===== config.mk =====
export PLATFORM = sky130hd
export DESIGN_NAME = fpred_pipe_flat
export DESIGN_NICKNAME = d
export VERILOG_FILES = /design/src/rtl/fpred_if.sv /design/src/rtl/fpred_pipe.sv /design/src/flat_wrapper.sv
export SDC_FILE = /design/constraint.sdc
export NUM_CORES = 1
export LEC_CHECK = 0
export CAP_MARGIN = 40
export CORE_MARGIN = 2
export CORE_UTILIZATION = 45
export CTS_BUF_LIST = sky130_fd_sc_hd__clkbuf_16
export DETAILED_ROUTE_END_ITERATION = 12
export GPL_ROUTABILITY_DRIVEN = 0
export GPL_TIMING_DRIVEN = 1
export HOLD_SLACK_MARGIN = 0.1
export PLACE_DENSITY = 0.81
export REMOVE_ABC_BUFFERS = 1
export SETUP_SLACK_MARGIN = 0.5
export SLEW_MARGIN = 10
export SYNTH_ARGS = -nofsm -noshare
export SYNTH_HDL_FRONTEND = slang
export SYNTH_SLANG_ARGS = --single-unit

===== constraint.sdc =====
create_clock -name clk -period 1.87 [get_ports clk]
set_clock_uncertainty 0.1 [all_clocks]
set_input_delay 0.187 -clock clk [delete_from_list [all_inputs] [get_ports clk]]
set_output_delay 0.187 -clock clk [all_outputs]
set_load 0.01 [all_outputs]

===== src/rtl/fpred_if.sv =====
// Request/result bundle for the floating-point predicate/compare unit.
// master = the side that issues requests and consumes results,
// slave  = the predicate unit itself.
interface fpred_if #(
  parameter int EXP_W = 8,
  parameter int MAN_W = 23
);
  localparam int W = 1 + EXP_W + MAN_W;

  logic         in_valid;
  logic         in_ready;
  logic [2:0]   in_op;
  logic [W-1:0] in_a;
  logic [W-1:0] in_b;
  logic [3:0]   in_tag;
  logic         out_valid;
  logic         out_ready;
  logic         out_y;
  logic [9:0]   out_class;
  logic         out_nv;
  logic [3:0]   out_tag;
  logic         nv_sticky;
  logic         flag_clr;

  modport master (
    output in_valid, in_op, in_a, in_b, in_tag, out_ready, flag_clr,
    input  in_ready, out_valid, out_y, out_class, out_nv, out_tag, nv_sticky
  );

  modport slave (
    input  in_valid, in_op, in_a, in_b, in_tag, out_ready, flag_clr,
    output in_ready, out_valid, out_y, out_class, out_nv, out_tag, nv_sticky
  );
endinterface


===== src/rtl/fpred_pipe.sv =====
// Two-stage floating-point predicate / ordered-compare unit.
// S1 decodes both operands and compares magnitudes; S2 selects the result
// for the requested op and produces the invalid flag. S2 drives the outputs.
module fpred_pipe #(
  parameter int EXP_W     = 8,
  parameter int MAN_W     = 23,
  parameter int ZERO_MODE = 1
) (
  input  logic    clk,
  input  logic    rst,
  fpred_if.slave  bus
);
  localparam int W = 1 + EXP_W + MAN_W;

  localparam logic [2:0] OP_ZERO  = 3'd0;
  localparam logic [2:0] OP_POS   = 3'd1;
  localparam logic [2:0] OP_NEG   = 3'd2;
  localparam logic [2:0] OP_EQ    = 3'd3;
  localparam logic [2:0] OP_LT    = 3'd4;
  localparam logic [2:0] OP_LE    = 3'd5;
  localparam logic [2:0] OP_CLASS = 3'd6;

  // One-hot class: -inf,-norm,-sub,-0,+0,+sub,+norm,+inf,sNaN,qNaN (bit0..9)
  function automatic logic [9:0] classify(input logic [W-1:0] v);
    logic             s;
    logic [EXP_W-1:0] e;
    logic [MAN_W-1:0] m;
    logic [9:0]       c;
    s = v[W-1];
    e = v[W-2 -: EXP_W];
    m = v[MAN_W-1:0];
    c = '0;
    if (&e) begin
      if (m == '0) begin
        if (s) c[0] = 1'b1; else c[7] = 1'b1;
      end else if (m[MAN_W-1]) begin
        c[9] = 1'b1;
      end else begin
        c[8] = 1'b1;
      end
    end else if (e == '0) begin
      if (m == '0) begin
        if (s) c[3] = 1'b1; else c[4] = 1'b1;
      end else begin
        if (s) c[2] = 1'b1; else c[5] = 1'b1;
      end
    end else begin
      if (s) c[1] = 1'b1; else c[6] = 1'b1;
    end
    return c;
  endfunction

  logic       adv1, adv2;
  logic       s1_valid, s2_valid;
  logic [2:0] s1_op;
  logic [3:0] s1_tag;
  logic [9:0] s1_cls_a;
  logic       s1_sa, s1_sb;
  logic       s1_b_zero, s1_b_nan, s1_b_snan;
  logic       s1_mlt, s1_meq;
  logic [9:0] cls_b;

  logic       s2_y, s2_nv;
  logic [9:0] s2_cls;
  logic [3:0] s2_tag;
  logic       sticky;

  logic       a_zero, a_nan, nan_any, snan_any, both_zero;
  logic       eq_o, lt_o, y_nxt, nv_nxt;

  // Stage advance: a stage moves when the stage after it can take its contents.
  assign adv2         = ~s2_valid | bus.out_ready;
  assign adv1         = ~s1_valid | adv2;
  assign bus.in_ready = adv1 & ~rst;
  assign cls_b        = classify(bus.in_b);

  // S1: capture decoded operands and magnitude compare on acceptance only.
  always_ff @(posedge clk) begin
    if (rst) begin
      s1_valid  <= 1'b0;
      s1_op     <= '0;
      s1_tag    <= '0;
      s1_cls_a  <= '0;
      s1_sa     <= 1'b0;
      s1_sb     <= 1'b0;
      s1_b_zero <= 1'b0;
      s1_b_nan  <= 1'b0;
      s1_b_snan <= 1'b0;
      s1_mlt    <= 1'b0;
      s1_meq    <= 1'b0;
    end else if (adv1) begin
      s1_valid <= bus.in_valid;
      if (bus.in_valid) begin
        s1_op     <= bus.in_op;
        s1_tag    <= bus.in_tag;
        s1_cls_a  <= classify(bus.in_a);
        s1_sa     <= bus.in_a[W-1];
        s1_sb     <= bus.in_b[W-1];
        s1_b_zero <= cls_b[3] | cls_b[4];
        s1_b_nan  <= cls_b[8] | cls_b[9];
        s1_b_snan <= cls_b[8];
        s1_mlt    <= bus.in_a[W-2:0] <  bus.in_b[W-2:0];
        s1_meq    <= bus.in_a[W-2:0] == bus.in_b[W-2:0];
      end
    end
  end

  // S2 result select: unary predicates, ordered compares and invalid flag.
  always_comb begin
    a_zero    = s1_cls_a[3] | s1_cls_a[4];
    a_nan     = s1_cls_a[8] | s1_cls_a[9];
    nan_any   = a_nan | s1_b_nan;
    snan_any  = s1_cls_a[8] | s1_b_snan;
    both_zero = a_zero & s1_b_zero;
    eq_o      = both_zero | ((s1_sa == s1_sb) & s1_meq);
    lt_o      = 1'b0;
    if (both_zero)        lt_o = 1'b0;
    else if (s1_sa != s1_sb) lt_o = s1_sa;
    else if (!s1_sa)      lt_o = s1_mlt;
    else                  lt_o = ~s1_mlt & ~s1_meq;
    y_nxt  = 1'b0;
    nv_nxt = 1'b0;
    case (s1_op)
      OP_ZERO:  y_nxt = (ZERO_MODE != 0) ? a_zero : s1_cls_a[4];
      OP_POS:   y_nxt = ~s1_sa & ~a_zero & ~a_nan;
      OP_NEG:   y_nxt = s1_sa & ~a_zero & ~a_nan;
      OP_EQ: begin
        y_nxt  = ~nan_any & eq_o;
        nv_nxt = snan_any;
      end
      OP_LT: begin
        y_nxt  = ~nan_any & lt_o;
        nv_nxt = nan_any;
      end
      OP_LE: begin
        y_nxt  = ~nan_any & (lt_o | eq_o);
        nv_nxt = nan_any;
      end
      OP_CLASS: y_nxt = 1'b0;
      default:  nv_nxt = 1'b1;
    endcase
  end

  // S2 output registers; hold while the consumer stalls.
  always_ff @(posedge clk) begin
    if (rst) begin
      s2_valid <= 1'b0;
      s2_y     <= 1'b0;
      s2_nv    <= 1'b0;
      s2_cls   <= '0;
      s2_tag   <= '0;
    end else if (adv2) begin
      s2_valid <= s1_valid;
      if (s1_valid) begin
        s2_y   <= y_nxt;
        s2_nv  <= nv_nxt;
        s2_cls <= s1_cls_a;
        s2_tag <= s1_tag;
      end
    end
  end

  // Sticky invalid flag; a set in the same cycle as a clear wins.
  always_ff @(posedge clk) begin
    if (rst)                                   sticky <= 1'b0;
    else if (s2_valid & bus.out_ready & s2_nv) sticky <= 1'b1;
    else if (bus.flag_clr)                     sticky <= 1'b0;
  end

  assign bus.out_valid = s2_valid;
  assign bus.out_y     = s2_y;
  assign bus.out_nv    = s2_nv;
  assign bus.out_class = s2_cls;
  assign bus.out_tag   = s2_tag;
  assign bus.nv_sticky = sticky;
endmodule

===== src/flat_wrapper.sv =====
// flat-port wrapper written by rule: the top's interface ports become plain ports
module fpred_pipe_flat 
#(
  parameter int EXP_W     = 8,
  parameter int MAN_W     = 23,
  parameter int ZERO_MODE = 1
)
  (clk, rst, bus_in_valid, bus_in_op, bus_in_a, bus_in_b, bus_in_tag, bus_out_ready, bus_flag_clr, bus_in_ready, bus_out_valid, bus_out_y, bus_out_class, bus_out_nv, bus_out_tag, bus_nv_sticky);
  fpred_if #(.EXP_W(EXP_W), .MAN_W(MAN_W)) bus_i ();
  input  logic clk;
  input  logic rst;
  input wire logic [$bits(bus_i.in_valid)-1:0] bus_in_valid;
  input wire logic [$bits(bus_i.in_op)-1:0] bus_in_op;
  input wire logic [$bits(bus_i.in_a)-1:0] bus_in_a;
  input wire logic [$bits(bus_i.in_b)-1:0] bus_in_b;
  input wire logic [$bits(bus_i.in_tag)-1:0] bus_in_tag;
  input wire logic [$bits(bus_i.out_ready)-1:0] bus_out_ready;
  input wire logic [$bits(bus_i.flag_clr)-1:0] bus_flag_clr;
  output wire logic [$bits(bus_i.in_ready)-1:0] bus_in_ready;
  output wire logic [$bits(bus_i.out_valid)-1:0] bus_out_valid;
  output wire logic [$bits(bus_i.out_y)-1:0] bus_out_y;
  output wire logic [$bits(bus_i.out_class)-1:0] bus_out_class;
  output wire logic [$bits(bus_i.out_nv)-1:0] bus_out_nv;
  output wire logic [$bits(bus_i.out_tag)-1:0] bus_out_tag;
  output wire logic [$bits(bus_i.nv_sticky)-1:0] bus_nv_sticky;
  assign bus_i.in_valid = bus_in_valid;
  assign bus_i.in_op = bus_in_op;
  assign bus_i.in_a = bus_in_a;
  assign bus_i.in_b = bus_in_b;
  assign bus_i.in_tag = bus_in_tag;
  assign bus_i.out_ready = bus_out_ready;
  assign bus_i.flag_clr = bus_flag_clr;
  assign bus_in_ready = bus_i.in_ready;
  assign bus_out_valid = bus_i.out_valid;
  assign bus_out_y = bus_i.out_y;
  assign bus_out_class = bus_i.out_class;
  assign bus_out_nv = bus_i.out_nv;
  assign bus_out_tag = bus_i.out_tag;
  assign bus_nv_sticky = bus_i.nv_sticky;
  fpred_pipe #(.EXP_W(EXP_W), .MAN_W(MAN_W), .ZERO_MODE(ZERO_MODE)) u_core (.clk(clk), .rst(rst), .bus(bus_i));
endmodule

==> results.txt, run 1 <==
Core box area - 5570 sq um
M1 WL - 3880 um
Final-report hold violation count - 0
Relative max-transition margin - 78.4%
Register area share after synthesis - 32.8%
Grt ovf - 0
Fin. max-slew vios - 0
Met2 wire len - 5310 um
Worst Setup Path Type - in -> reg
Capturing point of the worst reg2reg path - u_core.s1_cls_a[8]$_SDFFE_PP0P_
Clock transition at path regs - 0.06 ns
Count of unique library cells instantiated by Yosys - 40
Port Buffer Count - 94
Starting DRC count in detailed routing - 267
Fin util - 82.8%
Vias - 3353
R2R setup slack - 0.35 ns
Startpoint types - input port
Layout cells sized above 1 - 36.5%
Max_cap viols - 0
Final period util - 85.4%
Clock sink count - 43
Die X - 80.4 um
Nets@finish - 608
DR pass1 iterations - 6
CP startpoint - bus_in_b[28]
CP Capture Type - flip-flop
Max VDD drop - 0.623 mV
Final count of negative-setup-slack endpoints - 0
Area Growth Syn to Fin - 75.8%
Critical Path End - u_core.s1_mlt$_SDFFE_PP0P_
Metal3 WL - 629 um
Die ar. - 6460 sq um
Initial antenna violation count - 0
WL final - 10200 um
Fill count - 340
Final instance area - 4620 sq um
Reg2Reg Launch Point - u_core.bus.out_valid$_SDFFE_PP0P_
Syn Area/Cell - 7.46 sq um
Largest net degree at the start of global routing - 34
DRC Markers - 0
Place WS - -0.328 ns
Share of the synthesized area in the top cell type - 32.8%
RSZ-0062 raised after global routing - yes
H-tree lvl count - 2
ANT nets after route - 0
First-pass GRT wire length - 14800 um
Die Y - 80.4 um
Top sig layer - met4
Worst slew pin tran - 0.322 ns
Synth area leaders - dfxtp_1 33%, ha_1 15%, nand2_1 10%, a21oi_1 9.7%, inv_1 4.7%
Lkg Pwr - 1.96 nW
Cell area after synthesis - 2630 sq um
Final WS setup - 0.274 ns
N_diodes - 0
CTS buffer count - 5
Clock Latency Late Sink - 0.28 ns
Worst-case reg-to-reg path depth - 6
FF+latch count, synth - 43
Pwr Total - 2.63 mW
Pwr dens - 570 nW/um^2
CP max FO - 3
Final min period - 1.60 ns
Via density - 5.84
CTS Root Cell - clkbuf_16
Hpwl dp - 6170 um
Peak Freq - 0.626 GHz
CTS max path bufs - 2
Post-Synthesis Cells - 352
Yosys warns - 0
Largest area contributor in the netlist - dfxtp_1
WL/cell - 17.8 um
Placed instance area - 3950 sq um
Initial core utilization - 47.1%
Status - finished clean
CTS tree - done
Hold/Removal Path Class - in -> reg
CP required - 1.93 ns
Worst EP arrival - 1.66 ns
Number of global-route vias before repair - 3338
I/O pins - 95
Num rows - 27
GRT Total Usage - 29.4%
[logic make-up after synthesis]
family	after synthesis	synth area share, %
xor+xnor	1	0.334
fa+ha+maj	31	14.8
compound gates	80	16.9
simple gates	151	28.2
buf+inv	46	7.01
flops	43	32.8
[what timing repair did]
action	4_1_cts	5_1_grt
cloned	0	3
setup buffers	8	5
hold buffers	0	0
resized for setup	213	63
endpoints found under the setup margin	46	41
pin swaps	54	28
[synthesized netlist by cell type]
library cell / number
a2111oi_1: 1
a211oi_1: 2
a21o_1: 2
a21oi_1: 51
a2bb2oi_1: 1
a311oi_1: 1
a31oi_1: 1
a32oi_1: 1
and2_1: 2
and3b_1: 1
buf_2: 6
buf_4: 1
clkbuf_1: 6
dfxtp_1: 43
ha_1: 31
inv_1: 33
nand2_1: 71
nand2b_1: 3
nand3_1: 4
nand3b_1: 4
nand4_1: 16
nand4b_1: 1
nor2_1: 18
nor2_2: 1
nor2b_1: 2
nor3_1: 5
nor3_2: 1
nor3b_1: 1
nor4_1: 15
nor4_2: 2
o211ai_1: 1
o21a_1: 2
o21ai_0: 10
o21ai_1: 3
o21bai_1: 1
o22ai_1: 1
o31ai_1: 2
or3_1: 3
or4_1: 1
xnor2_1: 1
[layout make-up]
cell class              count  area, sq um  share of cell area [%]
clock buffers               5          125                    2.71
clock inverters             3         43.8                   0.949
inverters                  33          126                    2.74
multi-input cells         263         2050                    44.3
flip-flops and latches     43          868                    18.8
well taps                  72         90.1                    1.95
repair buffers            155         1320                    28.5
[sequential cells by signal, indices dropped and copies added, names as in the netlist, 3 cells and up]
register,count
u_core.bus.out_class,10
u_core.bus.out_tag,4
u_core.s1_cls_a,10
u_core.s1_op,3
u_core.s1_tag,4
[metal layers]
layer	up-vias	track usage (%)
met5	-	0
met4	0	12.5
met3	44	4.94
met2	191	56.4
met1	1579	31.1
li1	1539	-
[metrics by stage]
stage                     hold WS [ns]  std cells  setup TNS [ns]
after CTS                        0.265        566               0
after global routing             0.267        574               0
after floorplan                  0.156        339               0
after detailed placement         0.345        550           -1.57
after global placement           0.335        550           -1.42
final                            0.247        574               0
[worst max-delay path, stage by stage]
cell,delay (ns)
buf_2,0.11
inv_1,0.07
ha_4,0.27
nand4_1,0.14
or4_1,0.55
a31oi_1,0.21
o21ai_1,0.12
[how the worst min path moves through the flow]
stage | slack (ns) | from | to | cells after the start
2_1_floorplan | 0.16 | rst | u_core.bus.nv_sticky$_SDFFE_PP0P_ | 1
3_3_place_gp | 0.33 | u_core.s1_tag[1]$_SDFFE_PP0P_ | u_core.bus.out_tag[1]$_SDFFE_PP0P_ | 2
3_5_place_dp | 0.34 | u_core.s1_cls_a[0]$_SDFFE_PP0P_ | u_core.s1_cls_a[0]$_SDFFE_PP0P_ | 2
4_1_cts | 0.27 | bus_in_a[22] | u_core.s1_cls_a[9]$_SDFFE_PP0P_ | 4
5_1_grt | 0.27 | bus_in_b[22] | u_core.s1_b_snan$_SDFFE_PP0P_ | 4
6_report | 0.25 | bus_in_b[22] | u_core.s1_b_snan$_SDFFE_PP0P_ | 4
[power breakdown]
part	internal (mW)	leakage (nW)	switching (mW)
registers	0.940	0.351	0.0206
clock network	0.630	0.0838	0.368
logic	0.343	1.53	0.330
total	1.91	1.96	0.718
[cell usage in the layout (no fill, tap or decap), types with 4 or more instances in the layout]
| cell type | instances |
|---|---|
| a21oi_1 | 44 |
| a21oi_2 | 7 |
| buf_2 | 15 |
| buf_4 | 43 |
| buf_6 | 14 |
| clkbuf_16 | 6 |
| clkbuf_2 | 12 |
| clkdlybuf4s15_2 | 5 |
| clkdlybuf4s50_1 | 12 |
| dfxtp_1 | 39 |
| dlygate4sd2_1 | 46 |
| ha_1 | 8 |
| ha_4 | 22 |
| inv_1 | 13 |
| inv_2 | 19 |
| nand2_1 | 67 |
| nand2_2 | 4 |
| nand3_1 | 4 |
| nand3b_1 | 4 |
| nand4_1 | 16 |
| nor2_1 | 14 |
| nor3_1 | 5 |
| nor4_1 | 8 |
| nor4_2 | 4 |
| nor4_4 | 5 |
| o21ai_0 | 6 |
| o21ai_1 | 7 |
Power figures use the tool's default switching activity.
==> run 2: changes to the inputs <==
Settings changed: CTS_CLUSTER_SIZE set to 25.
==> results of run 2 <==
No change in the layout: final DEF, timing and power equal those of run 1.
